`config.mk`:
```
export PLATFORM = sky130hd
export DESIGN_NAME = alarm_bank
export DESIGN_NICKNAME = d
export VERILOG_FILES = /design/src/rtl/alarm_pkg.sv /design/src/rtl/alarm_channel.sv /design/src/rtl/alarm_bank.sv
export SDC_FILE = /design/constraint.sdc
export NUM_CORES = 1
export LEC_CHECK = 0
export CAP_MARGIN = 10
export CELL_PAD_IN_SITES_DETAIL_PLACEMENT = 1
export CELL_PAD_IN_SITES_GLOBAL_PLACEMENT = 1
export CORE_MARGIN = 4
export CORE_UTILIZATION = 25
export CTS_BUF_LIST = sky130_fd_sc_hd__clkbuf_4 sky130_fd_sc_hd__clkbuf_8 sky130_fd_sc_hd__clkbuf_16
export DETAILED_ROUTE_END_ITERATION = 6
export HOLD_SLACK_MARGIN = 0.03
export PLACE_DENSITY_LB_ADDON = 0.1
export SLEW_MARGIN = 40
export SYNTH_ARGS = -nofsm -noshare
export SYNTH_HDL_FRONTEND = slang
export SYNTH_SLANG_ARGS = --single-unit
```
`constraint.sdc`:
```
create_clock -name clk -period 4 [get_ports clk]
set_input_delay 0.4 -clock clk [delete_from_list [all_inputs] [get_ports clk]]
set_output_delay 0.4 -clock clk [all_outputs]
set_load 0.02 [all_outputs]
```
`src/rtl/alarm_pkg.sv`:
```
// Shared types and constants for the alarm bank: channel state encoding,
// clock-face limits and the wrap-around increment used when editing settings.
package alarm_pkg;

    typedef enum logic [1:0] {
        ST_IDLE    = 2'd0,
        ST_RINGING = 2'd1,
        ST_SNOOZED = 2'd2
    } alarm_state_e;

    localparam logic [31:0] HOURS_PER_DAY = 32'd24;
    localparam logic [31:0] MIN_PER_HOUR  = 32'd60;

    // Increment with wrap to zero; any value at or above the last legal one
    // wraps so an out-of-range setting can never be produced.
    function automatic logic [31:0] wrap_inc(input logic [31:0] value,
                                             input logic [31:0] modulus);
        logic [31:0] result;
        if (value >= (modulus - 32'd1)) begin
            result = 32'd0;
        end else begin
            result = value + 32'd1;
        end
        return result;
    endfunction

endpackage

```
`src/rtl/alarm_channel.sv`:
```
// One alarm channel: hour/minute setting, arm flag, and the
// IDLE / RINGING / SNOOZED state machine with its second and minute counters.
module alarm_channel
    import alarm_pkg::*;
#(
    parameter int TIME_W     = 14,
    parameter int RING_SECS  = 30,
    parameter int SNOOZE_MIN = 5
) (
    input  logic              clk,
    input  logic              rst_n,
    input  logic              sec_tick,
    input  logic [TIME_W-1:0] hour,
    input  logic [TIME_W-1:0] minute,
    input  logic              time_changed,
    input  logic              minute_changed,
    input  logic              edit_sel,
    input  logic              setting_enable,
    input  logic              set_hr_or_min,
    input  logic              inc_pulse,
    input  logic              toggle_pulse,
    input  logic              snooze_pulse,
    input  logic              stop_pulse,
    output logic [TIME_W-1:0] set_hour,
    output logic [TIME_W-1:0] set_minute,
    output logic              armed,
    output logic              ringing
);

    localparam int RING_W   = (RING_SECS > 1) ? $clog2(RING_SECS) : 1;
    localparam int SNOOZE_W = (SNOOZE_MIN > 1) ? $clog2(SNOOZE_MIN) : 1;
    localparam logic [RING_W-1:0]   RING_LAST   = RING_W'(RING_SECS - 1);
    localparam logic [SNOOZE_W-1:0] SNOOZE_LAST = SNOOZE_W'(SNOOZE_MIN - 1);

    logic [TIME_W-1:0]   set_hour_r;
    logic [TIME_W-1:0]   set_minute_r;
    logic                armed_r;
    alarm_state_e        state_r;
    logic [RING_W-1:0]   ring_cnt_r;
    logic [SNOOZE_W-1:0] snooze_cnt_r;
    logic                ringing_r;
    logic                trigger_s;
    logic                disarm_s;

    // Trigger only on the cycle the wall time moves onto the setting; disarm
    // is an enable-toggle edge that hits a currently armed channel.
    always_comb begin
        trigger_s = 1'b0;
        if (armed_r && !setting_enable && time_changed &&
            (hour == set_hour_r) && (minute == set_minute_r)) begin
            trigger_s = 1'b1;
        end else begin
            trigger_s = 1'b0;
        end
        disarm_s = edit_sel & toggle_pulse & armed_r;
    end

    // Setting registers and arm flag, changed only while this channel is selected
    always_ff @(posedge clk) begin
        if (!rst_n) begin
            set_hour_r   <= {TIME_W{1'b0}};
            set_minute_r <= {TIME_W{1'b0}};
            armed_r      <= 1'b0;
        end else begin
            if (edit_sel && inc_pulse) begin
                if (set_hr_or_min) begin
                    set_minute_r <= TIME_W'(wrap_inc(32'(set_minute_r), MIN_PER_HOUR));
                end else begin
                    set_hour_r <= TIME_W'(wrap_inc(32'(set_hour_r), HOURS_PER_DAY));
                end
            end
            if (edit_sel && toggle_pulse) begin
                armed_r <= ~armed_r;
            end
        end
    end

    // Channel state machine; stop outranks snooze and trigger, disarm outranks all
    always_ff @(posedge clk) begin
        if (!rst_n) begin
            state_r      <= ST_IDLE;
            ring_cnt_r   <= {RING_W{1'b0}};
            snooze_cnt_r <= {SNOOZE_W{1'b0}};
            ringing_r    <= 1'b0;
        end else if (disarm_s) begin
            state_r      <= ST_IDLE;
            ring_cnt_r   <= {RING_W{1'b0}};
            snooze_cnt_r <= {SNOOZE_W{1'b0}};
            ringing_r    <= 1'b0;
        end else begin
            case (state_r)
                ST_IDLE: begin
                    if (trigger_s && !stop_pulse) begin
                        state_r    <= ST_RINGING;
                        ring_cnt_r <= {RING_W{1'b0}};
                        ringing_r  <= 1'b1;
                    end else begin
                        ringing_r  <= 1'b0;
                    end
                end
                ST_RINGING: begin
                    if (stop_pulse) begin
                        state_r    <= ST_IDLE;
                        ring_cnt_r <= {RING_W{1'b0}};
                        ringing_r  <= 1'b0;
                    end else if (snooze_pulse) begin
                        state_r      <= ST_SNOOZED;
                        ring_cnt_r   <= {RING_W{1'b0}};
                        snooze_cnt_r <= {SNOOZE_W{1'b0}};
                        ringing_r    <= 1'b0;
                    end else if (sec_tick) begin
                        if (ring_cnt_r == RING_LAST) begin
                            state_r    <= ST_IDLE;
                            ring_cnt_r <= {RING_W{1'b0}};
                            ringing_r  <= 1'b0;
                        end else begin
                            ring_cnt_r <= ring_cnt_r + RING_W'(1);
                        end
                    end else begin
                        ringing_r <= 1'b1;
                    end
                end
                ST_SNOOZED: begin
                    if (stop_pulse) begin
                        state_r      <= ST_IDLE;
                        snooze_cnt_r <= {SNOOZE_W{1'b0}};
                        ringing_r    <= 1'b0;
                    end else if (minute_changed) begin
                        if (snooze_cnt_r == SNOOZE_LAST) begin
                            state_r      <= ST_RINGING;
                            snooze_cnt_r <= {SNOOZE_W{1'b0}};
                            ring_cnt_r   <= {RING_W{1'b0}};
                            ringing_r    <= 1'b1;
                        end else begin
                            snooze_cnt_r <= snooze_cnt_r + SNOOZE_W'(1);
                        end
                    end else begin
                        ringing_r <= 1'b0;
                    end
                end
                default: begin
                    state_r      <= ST_IDLE;
                    ring_cnt_r   <= {RING_W{1'b0}};
                    snooze_cnt_r <= {SNOOZE_W{1'b0}};
                    ringing_r    <= 1'b0;
                end
            endcase
        end
    end

    assign set_hour   = set_hour_r;
    assign set_minute = set_minute_r;
    assign armed      = armed_r;
    assign ringing    = ringing_r;

endmodule

```
`src/rtl/alarm_bank.sv`:
```
// Bank of independent alarm channels sharing one wall clock and one set of
// buttons. Buttons are edge-detected here and fanned out as one-cycle pulses.
module alarm_bank
    import alarm_pkg::*;
#(
    parameter int NUM_ALARMS = 4,
    parameter int TIME_W     = 14,
    parameter int RING_SECS  = 30,
    parameter int SNOOZE_MIN = 5,
    localparam int SEL_W     = (NUM_ALARMS > 1) ? $clog2(NUM_ALARMS) : 1
) (
    input  logic                  clk,
    input  logic                  rst_n,
    input  logic                  sec_tick,
    input  logic [TIME_W-1:0]     hour,
    input  logic [TIME_W-1:0]     minute,
    input  logic [SEL_W-1:0]      sel,
    input  logic                  setting_enable,
    input  logic                  set_hr_or_min,
    input  logic                  inc_short,
    input  logic                  en_toggle,
    input  logic                  snooze,
    input  logic                  stop,
    output logic                  beep_out,
    output logic [NUM_ALARMS-1:0] ringing,
    output logic [NUM_ALARMS-1:0] armed,
    output logic [TIME_W-1:0]     hour_out,
    output logic [TIME_W-1:0]     minute_out
);

    logic                  inc_prev_r;
    logic                  toggle_prev_r;
    logic                  snooze_prev_r;
    logic                  stop_prev_r;
    logic [TIME_W-1:0]     hour_prev_r;
    logic [TIME_W-1:0]     minute_prev_r;
    logic                  beep_r;
    logic [TIME_W-1:0]     hour_out_r;
    logic [TIME_W-1:0]     minute_out_r;

    logic                  inc_pulse_s;
    logic                  toggle_pulse_s;
    logic                  snooze_pulse_s;
    logic                  stop_pulse_s;
    logic                  time_changed_s;
    logic                  minute_changed_s;
    logic [NUM_ALARMS-1:0] edit_sel_s;
    logic [NUM_ALARMS-1:0] ringing_s;
    logic [NUM_ALARMS-1:0] armed_s;
    logic [TIME_W-1:0]     ch_hour_s   [NUM_ALARMS];
    logic [TIME_W-1:0]     ch_minute_s [NUM_ALARMS];
    logic [TIME_W-1:0]     sel_hour_s;
    logic [TIME_W-1:0]     sel_minute_s;

    // Button and wall-time history for edge and change detection
    always_ff @(posedge clk) begin
        if (!rst_n) begin
            inc_prev_r    <= 1'b0;
            toggle_prev_r <= 1'b0;
            snooze_prev_r <= 1'b0;
            stop_prev_r   <= 1'b0;
            hour_prev_r   <= {TIME_W{1'b0}};
            minute_prev_r <= {TIME_W{1'b0}};
        end else begin
            inc_prev_r    <= inc_short;
            toggle_prev_r <= en_toggle;
            snooze_prev_r <= snooze;
            stop_prev_r   <= stop;
            hour_prev_r   <= hour;
            minute_prev_r <= minute;
        end
    end

    // Rising-edge pulses, time-change flags and per-channel edit select
    always_comb begin
        inc_pulse_s      = inc_short & ~inc_prev_r;
        toggle_pulse_s   = en_toggle & ~toggle_prev_r;
        snooze_pulse_s   = snooze & ~snooze_prev_r;
        stop_pulse_s     = stop & ~stop_prev_r;
        minute_changed_s = (minute != minute_prev_r);
        time_changed_s   = (hour != hour_prev_r) | minute_changed_s;
        edit_sel_s       = {NUM_ALARMS{1'b0}};
        for (int i = 0; i < NUM_ALARMS; i++) begin
            edit_sel_s[i] = setting_enable & (sel == SEL_W'(i));
        end
    end

    // Read-back mux of the selected channel's setting; unused codes read zero
    always_comb begin
        sel_hour_s   = {TIME_W{1'b0}};
        sel_minute_s = {TIME_W{1'b0}};
        if (int'(sel) < NUM_ALARMS) begin
            sel_hour_s   = ch_hour_s[sel];
            sel_minute_s = ch_minute_s[sel];
        end else begin
            sel_hour_s   = {TIME_W{1'b0}};
            sel_minute_s = {TIME_W{1'b0}};
        end
    end

    // Registered read-back and beep, one cycle behind the channel registers
    always_ff @(posedge clk) begin
        if (!rst_n) begin
            hour_out_r   <= {TIME_W{1'b0}};
            minute_out_r <= {TIME_W{1'b0}};
            beep_r       <= 1'b0;
        end else begin
            hour_out_r   <= sel_hour_s;
            minute_out_r <= sel_minute_s;
            beep_r       <= |ringing_s;
        end
    end

    for (genvar g = 0; g < NUM_ALARMS; g++) begin : g_ch
        alarm_channel #(
            .TIME_W    (TIME_W),
            .RING_SECS (RING_SECS),
            .SNOOZE_MIN(SNOOZE_MIN)
        ) u_channel (
            .clk           (clk),
            .rst_n         (rst_n),
            .sec_tick      (sec_tick),
            .hour          (hour),
            .minute        (minute),
            .time_changed  (time_changed_s),
            .minute_changed(minute_changed_s),
            .edit_sel      (edit_sel_s[g]),
            .setting_enable(setting_enable),
            .set_hr_or_min (set_hr_or_min),
            .inc_pulse     (inc_pulse_s),
            .toggle_pulse  (toggle_pulse_s),
            .snooze_pulse  (snooze_pulse_s),
            .stop_pulse    (stop_pulse_s),
            .set_hour      (ch_hour_s[g]),
            .set_minute    (ch_minute_s[g]),
            .armed         (armed_s[g]),
            .ringing       (ringing_s[g])
        );
    end

    assign beep_out   = beep_r;
    assign ringing    = ringing_s;
    assign armed      = armed_s;
    assign hour_out   = hour_out_r;
    assign minute_out = minute_out_r;

endmodule

```
==> results.toml <==
[run_status]
status = "completed"

[synth]
ys_async_sr_fraction_pct = 0
synthCells = 1302
synth-edff-count = 0
ys_types = 74
synth_seq_cells = 221
ys.flop_type = "dfxtp_1"
synth_warnings = 0
syn_nets = 1365
synth_area_per_cell_um2 = 8.92
synth-seq-area-share_pct = 38.1
synth.cell_area_um2 = 11600

[timing]
finalSetupViolCount = 0
finClkSkew_ns = 0.0182
max_freq_ghz = 0.354
drv_slew = 0
relSlewSlack_pct = 49.4
fin_crit_sh_pct = 70.6
setup_tns_ns = 0
period_minus_slack_ns = 2.82
worst_pin_slew_ns = 0.758
setup_ws_ns = 1.18
hold_violations = 0
grt_setup_unrepaired = "no"

[cells_and_area]
drive_gt1_share_pct = 10.3
syn_to_final_growth_pct = 19.9
nets = 1415
final_common_cell = "dfxtp_1"
fill_cells = 5327
stdcell_count = 1972
layout_common_cells = "221 x dfxtp_1, 156 x nor2_1, 94 x xor2_1"
n_antenna_cell = 0
utilization_pct = 30.5

[place]
hpwl_um = 32800
gp_congestion = 0.856
dp_slack_ns = 0.600
dpl.cell_count = 1921
port_buffers = 75

[power_and_ir_drop]
power_frac_seq_pct = 41.8
fin_total_pwr_mw = 5.35
switchingPower_mw = 1.28
combPwrFrac_pct = 6.4
intPower_mw = 4.07
leakage_nw = 5.07
swShare_pct = 24.0
clockPowerShare_pct = 51.8
power_per_cell_area_nw_per_um2 = 384
peakVddDrop_v = 0.000222

[routing]
vias = 9753
wl_per_cell_um = 21.6
antenna_left = 0
drc = 0
initialDrtViolationCount = 480
first_pass_iters = 4
wl_um = 42600
avgViaCountPerCell = 4.95

[die]
ios = 76
initial_utilization_pct = 25.4
die-area_um2 = 50000
coreArea_um2 = 45700
die_h_um = 224
row_count = 78
dieWidth_um = 224

[setup_path]
critPathKind = "input port to register"
crit_path_start_kind = "input port"
reg2regPathDepth = 7
cp_max_fo = 11
worst_ep_required_time_ns = 4.46
worstSetupEndpointType = "register"
critical_path_arrival_ns = 3.28

[clock_network]
tritoncts = "done"
cts_hold_buf = 0
clkSinkCount = 221
post_cts_resized = 0
cts.clk_slew.worst_paths_ns = 0.06
cts_buffers = 29
cts_max_level = 1
clk_path_buf_depth = 3
cts_setup_buffers = 0
cts-root-buf = "clkbuf_16"
clk_latency_ns = 0.57

[hold_path]
hold_depth = 2
min_path_type = "input port to register"

[grt]
antenna_found_initial = 1
grt_pass1_wl_um = 64600
grt_remaining_overflow = 0
gr-usage-all-layers_pct = 16.8
first_global_vias = 10200
grt_max_degree = 33

[flow_run]
cap_violations = 0
[metrics by stage]
step / cell area (µm²) / hold slack [ns]
2_1_floorplan: 11600 / 0.437
3_3_place_gp: 12900 / 0.453
3_5_place_dp: 12900 / 0.461
4_1_cts: 13900 / 0.416
5_1_grt: 13900 / 0.430
6_report: 13900 / 0.422
[worst max-delay path: stages]
cell	delay, ns
clkdlybuf4s50_1	0.78
xnor2_2	0.17
nand4_2	0.16
nor4_2	0.66
a211oi_1	0.23
buf_4	0.24
o21ai_0	0.26
mux2_2	0.37
[Yosys cell counts, types with 28 or more instances]
cell | n | share of area [%]
nor3_1 | 29 | 1.2
inv_1 | 28 | 0.90
clkbuf_1 | 37 | 1.2
nand4_1 | 42 | 2.3
nor4_1 | 31 | 1.7
nand3_1 | 45 | 1.9
mux4_2 | 28 | 5.4
nand2_1 | 76 | 2.5
buf_2 | 28 | 1.2
dfxtp_1 | 221 | 38
nor2_1 | 156 | 5.0
a21oi_1 | 62 | 2.7
xnor2_1 | 81 | 6.1
and2_1 | 71 | 3.8
xor2_1 | 94 | 7.1
[path summary, 6_finish.rpt]
kind	slack, ns	from	to
max	1.18	minute[4]	g_ch[3].u_channel.ring_cnt_r[1]
min	0.42	rst_n	beep_out
max reg2reg	1.36	g_ch[3].u_channel.set_hour[3]	g_ch[3].u_channel.ring_cnt_r[1]
min reg2reg	0.47	g_ch[2].u_channel.ring_cnt_r[4]	g_ch[2].u_channel.ring_cnt_r[4]
[flip-flops by register name, summed over array words and instances, names as in the netlist]
signal	cells
hour_prev_r	14
minute_prev_r	14
hour_out	14
inc_prev_r	1
g_ch.u_channel.state_r	8
snooze_prev_r	1
beep_out	1
g_ch.u_channel.ringing	4
g_ch.u_channel.snooze_cnt_r	12
stop_prev_r	1
minute_out	14
g_ch.u_channel.ring_cnt_r	20
g_ch.u_channel.armed	4
g_ch.u_channel.set_hour	56
toggle_prev_r	1
g_ch.u_channel.set_minute	56
[layer usage]
layer  GRT usage [%]  vias to the layer above  wire, µm
met4            4.99                        2      1210
met3            2.14                       63      1510
li1                -                     4691         -
met5               0                        -        13
met1            22.4                     4864     19700
met2            28.4                      133     20100
[kinds of logic (layout without fill, tap and decap cells)]
family / count (synthesis) / count (layout) / share of synthesized area, %
AOI/OAI and AO/OA: 197 / 197 / 11.5
xor gates and xnor gates: 179 / 179 / 13.8
adders and majority gates: 24 / 24 / 2.59
buffers and inverters: 114 / 184 / 4.37
DFF: 221 / 221 / 38.1
muxes: 37 / 37 / 6.26
and+or+nand+nor: 530 / 530 / 23.4
[layout make-up]
cell class	count	area, µm²	share of cell area, %
Clock inverter	10	158	1.13
Tap cell	600	751	5.39
Clock buffer	41	841	6.04
Inverter	28	105	0.755
Timing Repair Buffer	105	961	6.90
Multi-Input combinational cell	967	6680	48.0
Sequential cell	221	4420	31.8
[power by group through the flow]
stage	logic (mW)	clock network [mW]	registers, mW
finish	0.344	2.77	2.24
global route	0.370	2.95	2.24
CTS	0.350	2.86	2.23
detailed placement	0.349	0	2.28
global placement	0.347	0	2.28
floorplan	0.211	0	2.28
Power figures use the tool's default switching activity.
